File: src/rtl/stage_ex_pipe.sv
// Execute stage: single-cycle ALU with a valid/ready handshake, a branch-target adder,
// and a multi-cycle shift-add multiplier that writes HI/LO.
module stage_ex_pipe #(
  parameter int WIDTH = 32,
  parameter int PC_W  = 32
) (
  input  logic                     clk,
  input  logic                     rst_n,
  input  logic [WIDTH-1:0]         readRs,
  input  logic [WIDTH-1:0]         readRt,
  input  logic [WIDTH-1:0]         signExt,
  input  logic [$clog2(WIDTH)-1:0] sa,
  input  logic [5:0]               instReg,
  input  logic [PC_W-1:0]          postPc,
  input  logic                     ALUSrc,
  input  logic [1:0]               ALUOp,
  input  logic                     in_valid,
  output logic                     in_ready,
  output logic                     out_valid,
  input  logic                     out_ready,
  output logic [WIDTH-1:0]         outAlu,
  output logic                     zeroAlu,
  output logic [PC_W-1:0]          outAddEx,
  output logic                     busy
);

  localparam int SA_W = $clog2(WIDTH);

  localparam logic [5:0] F_ADD  = 6'b100000, F_SUB  = 6'b100010, F_AND  = 6'b100100,
                         F_OR   = 6'b100101, F_XOR  = 6'b100110, F_NOR  = 6'b100111,
                         F_SLT  = 6'b101010, F_SLTU = 6'b101011, F_SLL  = 6'b000000,
                         F_SRL  = 6'b000010, F_SRA  = 6'b000011, F_SLLV = 6'b000100,
                         F_SRLV = 6'b000110, F_SRAV = 6'b000111, F_MULT = 6'b011000,
                         F_MULTU = 6'b011001, F_MFHI = 6'b010000, F_MFLO = 6'b010010;

  typedef enum logic [1:0] {IDLE, MUL, DONE} state_t;

  state_t               state, nextState;
  logic [WIDTH-1:0]     hiReg, loReg;
  logic [WIDTH-1:0]     opB, aluRes, absRs, absRt;
  logic [PC_W-1:0]      immPc, branchTgt;
  logic                 accept, isMult, isSigned, lastStep;
  logic [2*WIDTH-1:0]   mcand, acc, stepAcc, product;
  logic [WIDTH-1:0]     mplier;
  logic                 mulNeg;
  logic [SA_W-1:0]      mulCnt;

  assign in_ready = rst_n && (state == IDLE) && (!out_valid || out_ready);
  assign accept   = in_valid && in_ready;
  assign isMult   = (ALUOp == 2'b10) && (instReg == F_MULT || instReg == F_MULTU);
  assign isSigned = (instReg == F_MULT);
  assign opB      = ALUSrc ? signExt : readRt;

  // Immediate is sign-extended (or truncated) to the PC width before the word shift.
  assign immPc     = PC_W'($signed(signExt));
  assign branchTgt = postPc + (immPc << 2);

  // Signed multiply runs on magnitudes; the sign is reapplied to the full product.
  assign absRs    = (isSigned && readRs[WIDTH-1]) ? -readRs : readRs;
  assign absRt    = (isSigned && readRt[WIDTH-1]) ? -readRt : readRt;
  assign stepAcc  = acc + (mplier[0] ? mcand : '0);
  assign product  = mulNeg ? -stepAcc : stepAcc;
  assign lastStep = (mulCnt == SA_W'(WIDTH - 1));

  always_comb begin
    // NOTE: every always_comb output gets a default first so no path can infer a latch.
    aluRes = '0;
    case (ALUOp)
      2'b00: aluRes = readRs + opB;
      2'b01: aluRes = readRs - opB;
      2'b11: aluRes = opB << (WIDTH / 2);
      default: begin
        case (instReg)
          F_ADD:  aluRes = readRs + opB;
          F_SUB:  aluRes = readRs - opB;
          F_AND:  aluRes = readRs & opB;
          F_OR:   aluRes = readRs | opB;
          F_XOR:  aluRes = readRs ^ opB;
          F_NOR:  aluRes = ~(readRs | opB);
          F_SLT:  aluRes = {{(WIDTH-1){1'b0}}, $signed(readRs) < $signed(opB)};
          F_SLTU: aluRes = {{(WIDTH-1){1'b0}}, readRs < opB};
          F_SLL:  aluRes = opB << sa;
          F_SRL:  aluRes = opB >> sa;
          F_SRA:  aluRes = $signed(opB) >>> sa;
          F_SLLV: aluRes = readRt << readRs[SA_W-1:0];
          F_SRLV: aluRes = readRt >> readRs[SA_W-1:0];
          F_SRAV: aluRes = $signed(readRt) >>> readRs[SA_W-1:0];
          F_MFHI: aluRes = hiReg;
          F_MFLO: aluRes = loReg;
          default: aluRes = '0;
        endcase
      end
    endcase
  end

  always_comb begin
    nextState = state;
    case (state)
      IDLE:    if (accept && isMult) nextState = MUL;
      MUL:     if (lastStep) nextState = DONE;
      DONE:    if (out_ready) nextState = IDLE;
      default: nextState = IDLE;
    endcase
  end

  // NOTE: clocked state uses non-blocking assignments so every register samples pre-edge values.
  always_ff @(posedge clk or negedge rst_n) begin
    if (!rst_n) state <= IDLE;
    else        state <= nextState;
  end

  always_ff @(posedge clk or negedge rst_n) begin
    if (!rst_n) begin
      out_valid <= 1'b0;
      outAlu    <= '0;
      zeroAlu   <= 1'b0;
      outAddEx  <= '0;
      busy      <= 1'b0;
      hiReg     <= '0;
      loReg     <= '0;
      mcand     <= '0;
      mplier    <= '0;
      acc       <= '0;
      mulNeg    <= 1'b0;
      mulCnt    <= '0;
    end else begin
      busy <= (nextState != IDLE);
      case (state)
        IDLE: begin
          if (accept) begin
            outAddEx <= branchTgt;
            if (isMult) begin
              out_valid <= 1'b0;
              mcand     <= {{WIDTH{1'b0}}, absRs};
              mplier    <= absRt;
              acc       <= '0;
              mulNeg    <= isSigned && (readRs[WIDTH-1] ^ readRt[WIDTH-1]);
              mulCnt    <= '0;
            end else begin
              out_valid <= 1'b1;
              outAlu    <= aluRes;
              zeroAlu   <= (aluRes == '0);
            end
          end else if (out_ready) begin
            out_valid <= 1'b0;
          end
        end
        MUL: begin
          acc    <= stepAcc;
          mcand  <= mcand << 1;
          mplier <= mplier >> 1;
          mulCnt <= mulCnt + 1'b1;
          if (lastStep) begin
            hiReg     <= product[2*WIDTH-1:WIDTH];
            loReg     <= product[WIDTH-1:0];
            outAlu    <= product[WIDTH-1:0];
            zeroAlu   <= (product[WIDTH-1:0] == '0);
            out_valid <= 1'b1;
          end
        end
        DONE: if (out_ready) out_valid <= 1'b0;
        default: out_valid <= 1'b0;
      endcase
    end
  end

endmodule

File: config.mk
export PLATFORM = sky130hd
export DESIGN_NAME = stage_ex_pipe
export DESIGN_NICKNAME = d
export VERILOG_FILES = /design/src/rtl/stage_ex_pipe.sv
export SDC_FILE = /design/constraint.sdc
export NUM_CORES = 2
export LEC_CHECK = 0
export CAP_MARGIN = 20
export CELL_PAD_IN_SITES_DETAIL_PLACEMENT = 1
export CELL_PAD_IN_SITES_GLOBAL_PLACEMENT = 2
export CORE_ASPECT_RATIO = 0.7
export CORE_MARGIN = 8
export CORE_UTILIZATION = 35
export DETAILED_ROUTE_END_ITERATION = 8
export HOLD_SLACK_MARGIN = 0.02
export PLACE_DENSITY = 0.75
export SETUP_SLACK_MARGIN = 0.4
export SYNTH_ARGS = -nofsm -noshare
export SYNTH_HDL_FRONTEND = slang
export SYNTH_SLANG_ARGS = --single-unit
export TNS_END_PERCENT = 100
File: constraint.sdc
create_clock -name clk -period 11.2 [get_ports clk]
set_input_delay 3.36 -clock clk [delete_from_list [all_inputs] [get_ports clk]]
set_output_delay 3.36 -clock clk [all_outputs]
set_load 0.05 [all_outputs]
==> After elaboration in Yosys (flattened, before gate mapping) <==
Cells that the tools add are included.
{ "totals": {"regBits": 299, "output_inout_bits": 68} }
{ "op_classes": {"add_sub_neg": 8, "magnitude_cmp": 2, "n_eq_ne": 27, "shifts": 6, "mux": 36, "bitwise": 5, "n_reduce_logical": 23} }
{ "ops": {"columns": ["op", "n"], "rows": [
  ["32-bit one-hot mux with 16 select lines", 1],
  ["64-bit two-way mux", 6],
  ["32-bit two-way mux", 8],
  ["64-bit one-hot mux with 2 select lines", 2],
  ["32-bit one-hot mux with 2 select lines", 2],
  ["32-bit one-hot mux with 3 select lines", 1],
  ["32-bit adder", 2],
  ["64-bit adder", 1],
  ["32-bit logical NOT", 2],
  ["32-bit less-than comparator", 2],
  ["32-bit negator", 2],
  ["64-bit negator", 1],
  ["32-bit by 5-bit left shift with 32-bit output", 2],
  ["32-bit by 5-bit right shift with 32-bit output", 2],
  ["32-bit by 5-bit >>> shifter with 32-bit output", 2],
  ["6-bit == test (second input constant)", 8],
  ["32-bit AND", 1],
  ["32-bit NOT", 1],
  ["32-bit OR", 1],
  ["32-bit subtractor", 1],
  ["32-bit XOR", 1],
  ["6-bit by 5-bit == test with 1-bit output (second input constant)", 4],
  ["6-bit by 3-bit == test with 1-bit output (second input constant)", 3],
  ["6-bit by 2-bit == test with 1-bit output (second input constant)", 2],
  ["22 further kinds", 49]
]} }

==> Logic depth before layout (Yosys ltp) <==
{ "logic_depth": {"ltp_word": 9, "ltp_mapped": 25} }

==> Worst setup path after synthesis <==
OpenSTA, ideal clock, no wires.
{ "synth_timing": {"kind": "input to register", "from": "in ALUSrc", "to": "reg zeroAlu", "setup_time_ps": 67, "arrival_ps": 9227, "required_time_ps": 11133, "slack_ps": 1905, "cell_stages": 24, "n_path_buf": 9, "cell_sequence": "buf_2 buf_2 clkbuf_1 buf_2 buf_2 buf_2 buf_1 clkbuf_1 mux2i_1 ha_1 clkbuf_1 inv_1 nand2_1 nor3_1 nand2b_1 o31a_1 nor4_1 mux2_2 a221oi_1 o2111ai_1 nor4b_1 nand4_1 nor3_1 a221o_1"} }
{ "synth_via": {"elab_chain_len": 9, "word_cells_on_any_way": 18} }
{ "synth_lines": {"columns": ["element", "line", "text"], "rows": [
  ["start, declared", "15", "input logic ALUSrc,"],
  ["32-bit two-way mux *", "52", "assign opB = ALUSrc ? signExt : readRt;"],
  ["branches (longest 3 deep; another with 32-bit subtractor)", null, null],
  ["32-bit one-hot mux with 3 select lines *", "68", "case (ALUOp)"],
  ["32-bit logical NOT *", "142", "zeroAlu <= (aluRes == '0);"],
  ["1-bit two-way mux *", "132", "if (isMult) begin"],
  ["1-bit two-way mux *", "130", "if (accept) begin"],
  ["1-bit one-hot mux with 2 select lines *", "128", "case (state)"],
  ["end signal, assigned", "142", null],
  ["end signal, assigned", "157", "zeroAlu <= (product[WIDTH-1:0] == '0);"],
  ["end, declared", "22", "output logic zeroAlu,"]
]} }
Every way passes the cells marked *. The select of a mux whose other input is x is not followed.
A chain may end at the register's enable or synchronous reset.

==> Worst setup path after layout <==
Same ends and word-level chain as after synthesis.

==> flow_summary.toml <==
[pwr]
comb_power_share_pct = 46.8
pwr-share-clk_pct = 27.5
p_switching_uw = 2308
p_int_uw = 2749
leakage_uw = 0.01779
ir_drop_mv = 0.1060
power.density_mw_per_mm2 = 118.0
power_switching_share_pct = 45.64
p_seq_share_pct = 25.7

[worst_setup_path]
cp-startpoint = "ALUSrc"
rrSetupSlack_ns = 4.04
crit_fanout = 58
cp-start-kind = "input pin"
cp.arrival_ns = 10.05
r2r_cells = 17
critPathRequiredTime_ns = 11.76
r2r-start = "mplier[0]"
end_kind = "flop"
rr_endpoint = "hiReg[26]"
critPathKind = "in -> reg"
endpoint = "zeroAlu"

[clocking]
ctsResizeCount = 0
cts_tree = "yes"
cts_max_level = 2
clkTransAtPathRegs_ns = 0.06
clockRootBuffer = "clkbuf_16"
cts_setup_buffers = 0
numCtsBuffers = 39
clk_latency_ns = 0.63
cts_sinks = 299
postCtsHoldBufs = 0
cts_buffer_depth = 3

[floorplan]
die_area_mm2 = 0.1188
io_pins = 214
die-width_um = 408.5
rows = 100
initial_core_util_pct = 35.40
core_area_mm2 = 0.1066
die_y_um = 290.7

[routing]
ant_nets = 0
route.detailed.drc = 0
drt-wirelength-per-cell_um = 35.65
drtIter0Drc = 6018
drt_wl_total_um = 221400
vias = 42070
drtPass1Iterations = 9
avgViaCountPerCell = 6.772

[yosys]
synth_area_mm2 = 0.03774
synth_cells = 4714
ys_ff_latch = 299
synth_edf_count = 0
synth_area_per_cell_um2 = 8.006
async_flop_share_pct = 100.0
ys_warn_count = 0
synth_nets = 5077
yosys_most_used_dff = "dfrtp_1"
ys_types = 96
seq_area_frac_synth_pct = 19.82

[sta]
worstMarginPinSlew_ns = 1.281
finClkSkew_ns = 0.01671
setup-violations-final = 0
fin_crit_sh_pct = 84.67
slew_viol_final = 0
layout_min_cycle_time_ns = 9.483
fmax_mhz = 105.5
worst_slack_ns = 1.717
slew_headroom_pct = 12.19
finalHoldViolCount = 0
tns_ns = 0
rsz0062_at_grt = "false"

[cells_and_area]
layout_commonest_cell = "nand2_1"
fin_nets = 5105
layoutNonFillerInstCount = 6212
layout-drive-gt1-share_pct = 11.29
final_cell_mix = "nand2_1, o21ai_0, nor2_1, dfrtp_1, a21oi_1"
area_growth_pct = 13.61

[placement]
port_buffers = 213
dp_slack_ns = 1.408
routabilityCongestion = 1.111
dp_hpwl_um = 175100
placed_cells = 6123

[grt]
grt_start_max_net_pins = 124
grt_pass1_wl_um = 312000
grt_use_total_pct = 35.32
grt_pass1_vias = 39890
grt_antenna_before_repair = 26
grt_remaining_overflow = 0

[job]
maxCapViolCount = 0

[min_path]
hp-class = "reg -> reg"

[outcome]
outcome = "finished, final reports clean"
-- flip-flops by register name, summed over array words and instances (netlist names) --
signal     count
mulNeg         1
zeroAlu        1
busy           1
mplier        32
state          2
mcand         64
outAddEx      32
hiReg         32
acc           64
out_valid      1
loReg         32
mulCnt         5
outAlu        32
-- per-stage QoR --
stage / power (uW) / hold WS, ns / area (um^2) / utilization (%)
6_report: 5058 / 0.4757 / 42880 / 40.22
5_1_grt: 5245 / 0.5067 / 42850 / 40.20
4_1_cts: 5006 / 0.4776 / 42780 / 40.13
3_5_place_dp: 3589 / 0.4623 / 41430 / 38.86
3_3_place_gp: 3569 / 0.4577 / 41400 / 38.84
2_1_floorplan: 2687 / 0.4418 / 37740 / -
-- synthesized netlist by cell type (all sizes together) (22+ instances only) --
| master | n | area [um^2] |
|---|---|---|
| a221oi | 29 | 254.0 |
| a221o | 28 | 280.3 |
| mux4 | 153 | 3446 |
| nand2 | 538 | 2019 |
| nor2b | 33 | 206.5 |
| nor2 | 299 | 1122 |
| ha | 213 | 2665 |
| or2 | 29 | 181.4 |
| a22o | 79 | 691.9 |
| o211ai | 62 | 479.2 |
| o31ai | 54 | 420.4 |
| nand2b | 46 | 287.8 |
| and3 | 30 | 187.7 |
| xor2 | 87 | 762.0 |
| a31oi | 39 | 244.0 |
| mux2 | 56 | 630.6 |
| a21o | 70 | 525.5 |
| mux2i | 191 | 1912 |
| inv | 157 | 589.3 |
| nor4 | 37 | 231.5 |
| nand4 | 56 | 350.3 |
| o21a | 22 | 165.2 |
| or3 | 38 | 237.7 |
| a211oi | 74 | 560.5 |
| and2 | 102 | 638.1 |
| a22oi | 78 | 585.6 |
| o21bai | 23 | 172.7 |
| buf | 73 | 319.0 |
| clkbuf | 320 | 1201 |
| dfrtp | 299 | 7482 |
| xnor2 | 140 | 1234 |
| nor3 | 94 | 470.5 |
| nand3 | 87 | 435.4 |
| o22ai | 41 | 256.5 |
| a21oi | 262 | 1311 |
| o21ai | 458 | 2292 |
-- routing by layer --
layer	GRT usage (%)	wire length, um	vias up
met2	44.34	80920	2579
li1	-	-	17780
met4	7.717	5600	26
met3	17.81	33670	371
met5	2.421	596	-
met1	52.19	100700	21320
-- how the worst min path moves through the flow --
| stage | depth (start not counted) | from | to |
|---|---|---|---|
| after floorplan | 2 | hiReg[23] | hiReg[23] |
| after global placement | 2 | outAddEx[1] | outAddEx[1] |
| after detailed placement | 2 | outAddEx[0] | outAddEx[0] |
| after CTS | 2 | outAddEx[0] | outAddEx[0] |
| after global routing | 1 | outAlu[15] | outAlu[15] |
| final | 2 | outAddEx[30] | outAddEx[30] |
-- worst max-delay path, stage by stage --
cell       delay, ns
buf_4           0.63
buf_4           0.61
inv_2           0.29
a21boi_0        1.01
ha_1            0.57
inv_1           0.25
o21ai_0         0.13
a21oi_1         0.11
nor2_1          0.40
mux2i_1         0.30
nor2_1          0.11
o41ai_1         0.97
o2111ai_1       0.25
nor4b_1         0.36
nand4_1         0.21
nor3_1          0.24
a221o_1         0.14
-- final cells by class --
cell class | instances | area [um^2]
fill | 12740 | 63730
multi-input combinational | 3862 | 28210
sequential | 299 | 7485
timing repair buffer | 380 | 3415
tap | 1428 | 1787
clock buffer | 51 | 1091
inverter | 160 | 600.6
clock inverter | 21 | 257.7
antenna | 11 | 27.53
-- cells by family (layout without fill, tap and decap cells) --
family | Yosys count | count (layout) | share of synthesized area (%)
mux | 400 | 400 | 15.87
other cells | 0 | 11 | 0
xor+xnor | 227 | 227 | 5.288
compound gates | 1550 | 1550 | 27.43
buf+inv | 553 | 612 | 5.619
fa+ha+maj | 217 | 217 | 7.274
flops | 299 | 299 | 19.82
simple gates | 1468 | 1468 | 18.70
-- power by group through the flow --
stage               clock (uW)  sequential [uW]  combinational, uW
finish                    1390             1300               2370
global route              1460             1320               2470
CTS                       1420             1300               2280
detailed placement           0             1320               2270
global placement             0             1310               2250
floorplan                    0             1490               1200
(Power assumes the default switching activity.)
